[src/rtl/rtc_hms.sv]
// rtl/rtc_hms.sv - BCD hours/minutes/seconds real-time clock with manual set mode
module rtc_hms #(
    parameter int HOURS = 24
) (
    input  logic       clk,
    input  logic       rst_n,
    input  logic       tick_in,
    input  logic       set_en,
    input  logic [1:0] sel,
    input  logic       inc,
    output logic [7:0] sec,
    output logic [7:0] min,
    output logic [7:0] hour,
    output logic       sec_pulse,
    output logic       day_wrap
);

    typedef enum logic {
        RUN = 1'b0,
        SET = 1'b1
    } state_t;

    // Highest legal hour value in packed BCD.
    localparam logic [7:0] HOUR_MAX = (HOURS == 12) ? 8'h11 : 8'h23;
    localparam logic [7:0] MS_MAX   = 8'h59;

    state_t     state;
    logic [2:0] tick_sync;   // [0]=s1, [1]=s2, [2]=s3
    logic [2:0] inc_sync;
    logic       tick_edge;
    logic       inc_edge;

    // Advance a packed BCD value by one, wrapping to 00 after max.
    function automatic logic [7:0] bcd_inc(input logic [7:0] v, input logic [7:0] max);
        logic [7:0] r;
        if (v == max) begin
            r = 8'h00;
        end else if (v[3:0] == 4'd9) begin
            r = {v[7:4] + 4'd1, 4'd0};
        end else begin
            r = {v[7:4], v[3:0] + 4'd1};
        end
        return r;
    endfunction

    // Synchronize tick_in and inc; reset to ones so a high level at release is not an edge.
    always_ff @(posedge clk or negedge rst_n) begin
        if (!rst_n) begin
            tick_sync <= 3'b111;
            inc_sync  <= 3'b111;
        end else begin
            tick_sync <= {tick_sync[1:0], tick_in};
            inc_sync  <= {inc_sync[1:0], inc};
        end
    end

    assign tick_edge = tick_sync[1] & ~tick_sync[2];
    assign inc_edge  = inc_sync[1] & ~inc_sync[2];

    // Mode FSM and time counters; edges are acted on by the current state, not set_en.
    always_ff @(posedge clk or negedge rst_n) begin
        if (!rst_n) begin
            state     <= RUN;
            sec       <= 8'h00;
            min       <= 8'h00;
            hour      <= 8'h00;
            sec_pulse <= 1'b0;
            day_wrap  <= 1'b0;
        end else begin
            sec_pulse <= 1'b0;
            day_wrap  <= 1'b0;
            state     <= set_en ? SET : RUN;
            case (state)
                RUN: begin
                    if (tick_edge) begin
                        sec_pulse <= 1'b1;
                        sec       <= bcd_inc(sec, MS_MAX);
                        if (sec == MS_MAX) begin
                            min <= bcd_inc(min, MS_MAX);
                            if (min == MS_MAX) begin
                                hour <= bcd_inc(hour, HOUR_MAX);
                                if (hour == HOUR_MAX) begin
                                    day_wrap <= 1'b1;
                                end
                            end
                        end
                    end
                end
                SET: begin
                    if (inc_edge) begin
                        case (sel)
                            2'b00:   sec  <= bcd_inc(sec, MS_MAX);
                            2'b01:   min  <= bcd_inc(min, MS_MAX);
                            2'b10:   hour <= bcd_inc(hour, HOUR_MAX);
                            default: ;
                        endcase
                    end
                end
                default: state <= RUN;
            endcase
        end
    end

endmodule

[config.mk]
export PLATFORM = sky130hd
export DESIGN_NAME = rtc_hms
export DESIGN_NICKNAME = d
export VERILOG_FILES = /design/src/rtl/rtc_hms.sv
export SDC_FILE = /design/constraint.sdc
export NUM_CORES = 1
export LEC_CHECK = 0
export BUFFER_PORTS_ARGS = -buffer_cell sky130_fd_sc_hd__clkbuf_2
export CORE_MARGIN = 10
export CORE_UTILIZATION = 46
export CTS_CLUSTER_SIZE = 10
export DETAILED_ROUTE_END_ITERATION = 12
export PLACE_DENSITY = 0.68
export REMOVE_ABC_BUFFERS = 1
export SETUP_SLACK_MARGIN = 0.2
export SKIP_LAST_GASP = 1
export SYNTH_ARGS = -nofsm -noshare
export SYNTH_HDL_FRONTEND = slang
export SYNTH_SLANG_ARGS = --single-unit
[constraint.sdc]
create_clock -name clk -period 2.3 [get_ports clk]
set_input_delay 0.345 -clock clk [delete_from_list [all_inputs] [get_ports clk]]
set_output_delay 0.345 -clock clk [all_outputs]
set_load 0.02 [all_outputs]
; ---- Word-level counts from Yosys, hierarchy flattened
; Index checks and enable logic that the tools add are counted.
[totals]
input_bits = 7
output_inout_bits = 26
ff_bits = 33
[op_classes]
muxes = 29
bitwise = 5
eq_ne = 15
n_reduce_logical = 4
addsub = 6
[op_table]
columns = cell, count
row1 = $mux 8, 18
row2 = $pmux 8 s2, 3
row3 = $add 4x1->4 const B, 6
row4 = $eq 8x7->1 const B, 2
row5 = $eq 4x4->1 const B, 3
row6 = $eq 8x6->1 const B, 1
row7 = $mux 1, 8
row8 = $ne 2x1->1 const B, 4
row9 = $ne 2x2->1 const B, 3
row10 = $reduce_and 5->1, 1
row11 = $reduce_and 4->1, 1
row12 = $not 1->1, 3
row13 = $reduce_and 3->1, 1
row14 = $and 1x1->1, 2
row15 = $eq 2x1->1 const B, 1
row16 = $eq 2x2->1 const B, 1
row17 = $logic_not 2->1, 1

; ---- Longest topological paths before layout
[depth]
word_depth = 7
ltp_mapped = 8

; ---- Worst setup path before layout
; No wires, ideal clock.
[synth_path]
path_type = register to register
start = register sec[0]
end = register hour[0]
path_stages_with_launch = 6
period_less_slack_ps = 2036
path_buffers = 0
arrival_ps = 1912
setup_time_ps = 125
path_slack_ps = 264
path_cell_list = dfrtp_1 > ha_1 > nand3b_1 > o31ai_2 > o21a_2 > mux2_2
[synth_between]
elab_chain_len = 3
[synth_lines]
columns = element, line_no
row1 = start: declaration, 11  ; output logic [7:0] sec,
row2 = start signal: assignment, 77  ; sec <= bcd_inc(sec, MS_MAX);
row3 = start signal: assignment, 92  ; 2'b00: sec <= bcd_inc(sec, MS_MAX);
row4 = $eq 8x7->1, 78  ; if (sec == MS_MAX) begin
row5 = $ne 2x2->1 (no line), n/a
row6 = $reduce_and 5->1 (no line), n/a
row7 = end signal: assignment, 81  ; hour <= bcd_inc(hour, HOUR_MAX);
row8 = end signal: assignment, 94  ; 2'b10: hour <= bcd_inc(hour, HOUR_MAX);
row9 = end: declaration, 13  ; output logic [7:0] hour,
; No other way between the ends.
; A chain may end at the register's enable or synchronous reset.

; ---- Final worst setup path
[layout_path]
start = register state
end = register hour[1]
[layout_between]
elab_chain_len = 3
word_cells_on_any_way = 8
classes_between = eq/ne: 5 / mux: 1 / bitwise: 1 / reduce/logical: 1
[layout_lines]
columns = element, line_no
row1 = start: declaration, 27  ; state_t state;
row2 = start signal: assignment, 72  ; state <= set_en ? SET : RUN;
row3 = $not 1->1, n/a
row4 = $ne 2x2->1 (no line), n/a
row5 = $reduce_and 5->1 (no line), n/a
; Parallel ways exist; a longest one is shown, timed or not.

==> parameters.txt <==
Parameter                              Value

Status
  Outcome ... completed

Detailed routing
  Via count ... about 1,300
  Initial drt markers ... 86
  Per-cell routed wire length ... 14.3 um
  Average via count per standard cell ... about 5.4
  Antenna Violating Nets Remaining ... 0
  DRC ... 0
  Number of iterations in the first detailed-routing pass ... 4
  Overall routed net length ... 3440 um

Floorplanning
  Full die area ... about 6700 um^2
  Initial Utilization ... between 40 and 50%
  Height of the die ... a little over 80 um
  Core outline area ... between 3000 and 4000 um^2
  I/O pin count ... 33
  Die W ... 81.9 um
  Number of placement rows ... 22

Cells and area
  Total number of nets in the final design ... between 200 and 250
  Proportion of layout cells with a drive suffix above 1 ... between 30 and 40%
  Layout area overhead ... 17.5%
  Diode insertion count for antenna repair ... 0
  Area of the multi-input gates ... 882 um^2
  Sequential standard cell area ... around 830 um^2
  Post-route non-filler standard cell count ... between 200 and 250
  Number of fillers in the final layout ... roughly 340

Synthesis
  Total number of yosys warnings ... 0
  Post-Synthesis Mean Instance Area ... 11.4 um^2
  Post-synthesis share of cell area spent on xor and xnor gates ... under 10%
  Number of distinct library cell variants in the gate-level netlist after synthesis ... 45
  Instance count of the mapped netlist ... 154
  Synth Area in Simple Gates ... 17.0%
  Post-Synth Adder-Cell Area ... around 8.5%
  Leading register cell type out of synthesis ... sky130_fd_sc_hd__dfrtp_1
  Dominant combinational cell family by area after synthesis ... simple AND/OR/NAND/NOR gates
  Post-Syn Area ... ~1800 um^2
  Number of enable flip-flop cells after synthesis ... 0
  Post-synthesis mux area share ... just under 9%
  Fraction of synthesis flops using an asynchronous set or reset pin ... 100%
  Complex-gate fraction of the synthesized area ... a little over an eighth
  #FFs+latches synth ... 33
  Sequential-to-total area share from yosys stat ... a little under half

Setup path
  Required time of the critical path ... approximately 2.5 ns
  Count of cells along the worst register-to-register path ... 5
  Cell depth of the worst setup path ... 5
  CP Buf/Inv Count ... 1
  Worst flop-to-flop path startpoint ... state
  Slowest stage cell, crit path ... sky130_fd_sc_hd__dfrtp_1
  Data arrival time of the critical path ... 2.18 ns
  Crit path largest cell delay ... roughly 0.5 ns
  Max Fanout on Critical Path ... 9
  Startpoint-to-endpoint class of the critical path ... reg2reg
  Cell family with the largest share of critical-path delay ... simple AND/OR/NAND/NOR gates
  Critical-path cell list ... or3b_4 > clkinv_2 > and3_2 > o21a_2 > mux2_2
  Startpoint type of the worst setup path ... flip-flop
  Worst setup path startpoint ... state
  Critical path capture point type ... flip-flop

Placement
  Dpl hpwl ... around 2700 um
  Routability cong. ... 0.882
  IO buf count ... 32
  Total placed cells including tap cells ... around 230
  Post-Place Setup Slack ... 0.241 ns

Power and ir drop
  Clk network pwr share ... between 20% and 30%
  Register share of total power ... 48.6%
  Worst ir drop on vdd ... roughly 0.46 mV
  Switching Power ... roughly 0.00052 W
  Internal Dissipation ... just over 0.001 W
  Leakage power summed over all cells ... 1.02 nW
  Power density normalized to cell area ... ~740 nW/um^2
  Power share of the combinational group ... between 20% and 30%
  Fraction of power spent switching nets ... 33.8%

Global routing
  Remaining global-route overflow ... 0
  Initial antenna violation count ... 0
  Via count of the first global-routing pass ... between 1,000 and 1,500
  First-pass GRT wire length ... roughly 5600 um
  Maximum number of pins on one net before global-route repair ... 34
  Aggregate global-route resource usage ... roughly 11%

CTS
  Number of buffers added by the clock tree synthesis step ... 5
  Clock transition at the registers of the reported paths ... around 0.070 ns
  Clock tree from TritonCTS ... done
  Buffer depth of the longest clock path ... 2
  Clock latency on the worst-skew pair ... approximately 0.29 ns
  Setup bufs post-CTS ... 0
  TritonCTS Sinks ... 33
  Number of levels in the clock H-tree ... 2
  Clk root buf ... sky130_fd_sc_hd__clkbuf_8

Timing
  Max_slew headroom ... approximately 47%
  Worst Max-Slew Pin Slew ... just under 0.8 ns
  Final period util ... between 80% and 90%
  Total negative slack ... 0 ns
  Worst Clk Skew ... 0.00365 ns
  Minimum clock period ... approximately 2.0 ns
  RSZ-0062 raised after global routing ... no
  Final hold violation count ... 0
  Slew Viols, Final ... 0
  Final worst setup slack ... between 0.2 and 0.3 ns
  Setup violations, final ... 0
  Fmax ... ~500 MHz

Run
  Reported max-cap violation count ... 0

Worst hold path
  Path category of the worst min-delay check ... in2async
## layout by cell type (no fill, tap or decap), types with 2 or more instances in the layout
cell type	instances
sky130_fd_sc_hd__dfstp_2	6
sky130_fd_sc_hd__o211ai_1	5
sky130_fd_sc_hd__ha_1	12
sky130_fd_sc_hd__xnor2_1	2
sky130_fd_sc_hd__mux2_1	2
sky130_fd_sc_hd__and3b_1	3
sky130_fd_sc_hd__nand3b_1	6
sky130_fd_sc_hd__nand2_1	4
sky130_fd_sc_hd__o21ai_0	3
sky130_fd_sc_hd__nand3_1	3
sky130_fd_sc_hd__and3_1	3
sky130_fd_sc_hd__clkbuf_2	32
sky130_fd_sc_hd__nor2b_1	3
sky130_fd_sc_hd__nor3b_1	2
sky130_fd_sc_hd__clkinv_2	3
sky130_fd_sc_hd__buf_4	2
sky130_fd_sc_hd__nand4_1	2
sky130_fd_sc_hd__nor2_1	18
sky130_fd_sc_hd__inv_1	8
sky130_fd_sc_hd__mux2_2	11
sky130_fd_sc_hd__clkbuf_8	5
sky130_fd_sc_hd__nand2b_1	3
sky130_fd_sc_hd__o2bb2ai_1	4
sky130_fd_sc_hd__dfrtp_1	27
## registers in the layout (all words and copies together), names as in the netlist
name,flops
min,8
day_wrap,1
state,1
tick_sync,3
sec,8
sec_pulse,1
hour,8
inc_sync,3
## power by group through the flow
stage	logic [W]	registers [W]	clock network (W)
floorplan	0.000169	0.000817	0
global placement	0.000361	0.000745	0
CTS	0.000372	0.000745	0.000433
finish	0.000363	0.000744	0.000423
global route	0.000406	0.000758	0.000454
detailed placement	0.000372	0.000755	0
## cell type report
class / instances / share of cell area [%]
inverters: 9 / 1.69
flip-flops and latches: 33 / 40.2
well taps: 48 / 2.90
clock inverters: 3 / 0.845
clock buffers: 5 / 3.32
multi-input cells: 109 / 42.6
repair buffers: 34 / 8.45
## kinds of logic (layout without fill, tap and decap cells)
family,Yosys count,count (layout)
AND/OR/NAND/NOR,53,53
flip-flops,33,33
AO/OA/AOI/OAI,27,27
multiplexers,14,14
adder cells (fa/ha/maj),12,12
buffers and inverters,12,51
XOR/XNOR,3,3
## metrics by stage
| stage | utilization (%) | hold slack (ns) | total power, W | cell area (um^2) |
|---|---|---|---|---|
| 2_1_floorplan | - | 0.0494 | 0.000987 | 1740 |
| 5_1_grt | 56.2 | 0.121 | 0.00162 | 2070 |
| 3_5_place_dp | 53.6 | 0.350 | 0.00113 | 1980 |
| 4_1_cts | 55.9 | 0.129 | 0.00155 | 2060 |
| 6_report | 56.2 | 0.126 | 0.00153 | 2070 |
| 3_3_place_gp | 53.6 | 0.346 | 0.00111 | 1980 |
## cells in the mapped netlist (4+ instances only)
library cell	count	area share [%]
sky130_fd_sc_hd__nand2_1	4	0.85
sky130_fd_sc_hd__mux2_2	11	7.0
sky130_fd_sc_hd__o2bb2ai_1	4	2.0
sky130_fd_sc_hd__dfstp_2	6	8.9
sky130_fd_sc_hd__o211ai_1	5	2.1
sky130_fd_sc_hd__ha_1	12	8.5
sky130_fd_sc_hd__inv_1	8	1.7
sky130_fd_sc_hd__and3_1	4	1.4
sky130_fd_sc_hd__dfrtp_1	27	38
sky130_fd_sc_hd__nand3b_1	6	2.6
sky130_fd_sc_hd__nor2_1	18	3.8
## metal layers
metal  vias to the layer above  global-route usage (%)  wire, um
met3                         7                    4.91       276
met1                       637                    10.7      1400
met2                        32                    18.7      1700
met4                         0                    5.10        66
li1                        632                       -         -
met5                         -                       0         0
## final timing paths
| kind | endpoint | slack, ns |
|---|---|---|
| worst max-delay path | hour[1] | 0.29 |
| worst min-delay path | sec[7] | 0.13 |
| worst max register to register | hour[1] | 0.29 |
| worst min register to register | inc_sync[1] | 0.36 |
| max in group asynchronous | sec[0] | 1.68 |
| min in group clk | tick_sync[0] | 0.14 |
## what timing repair did
action / CTS / global route
hold buffers: 0 / 0
gates resized for setup: 0 / 2
setup endpoints to repair: 0 / 7
(Power assumes the default switching activity.)
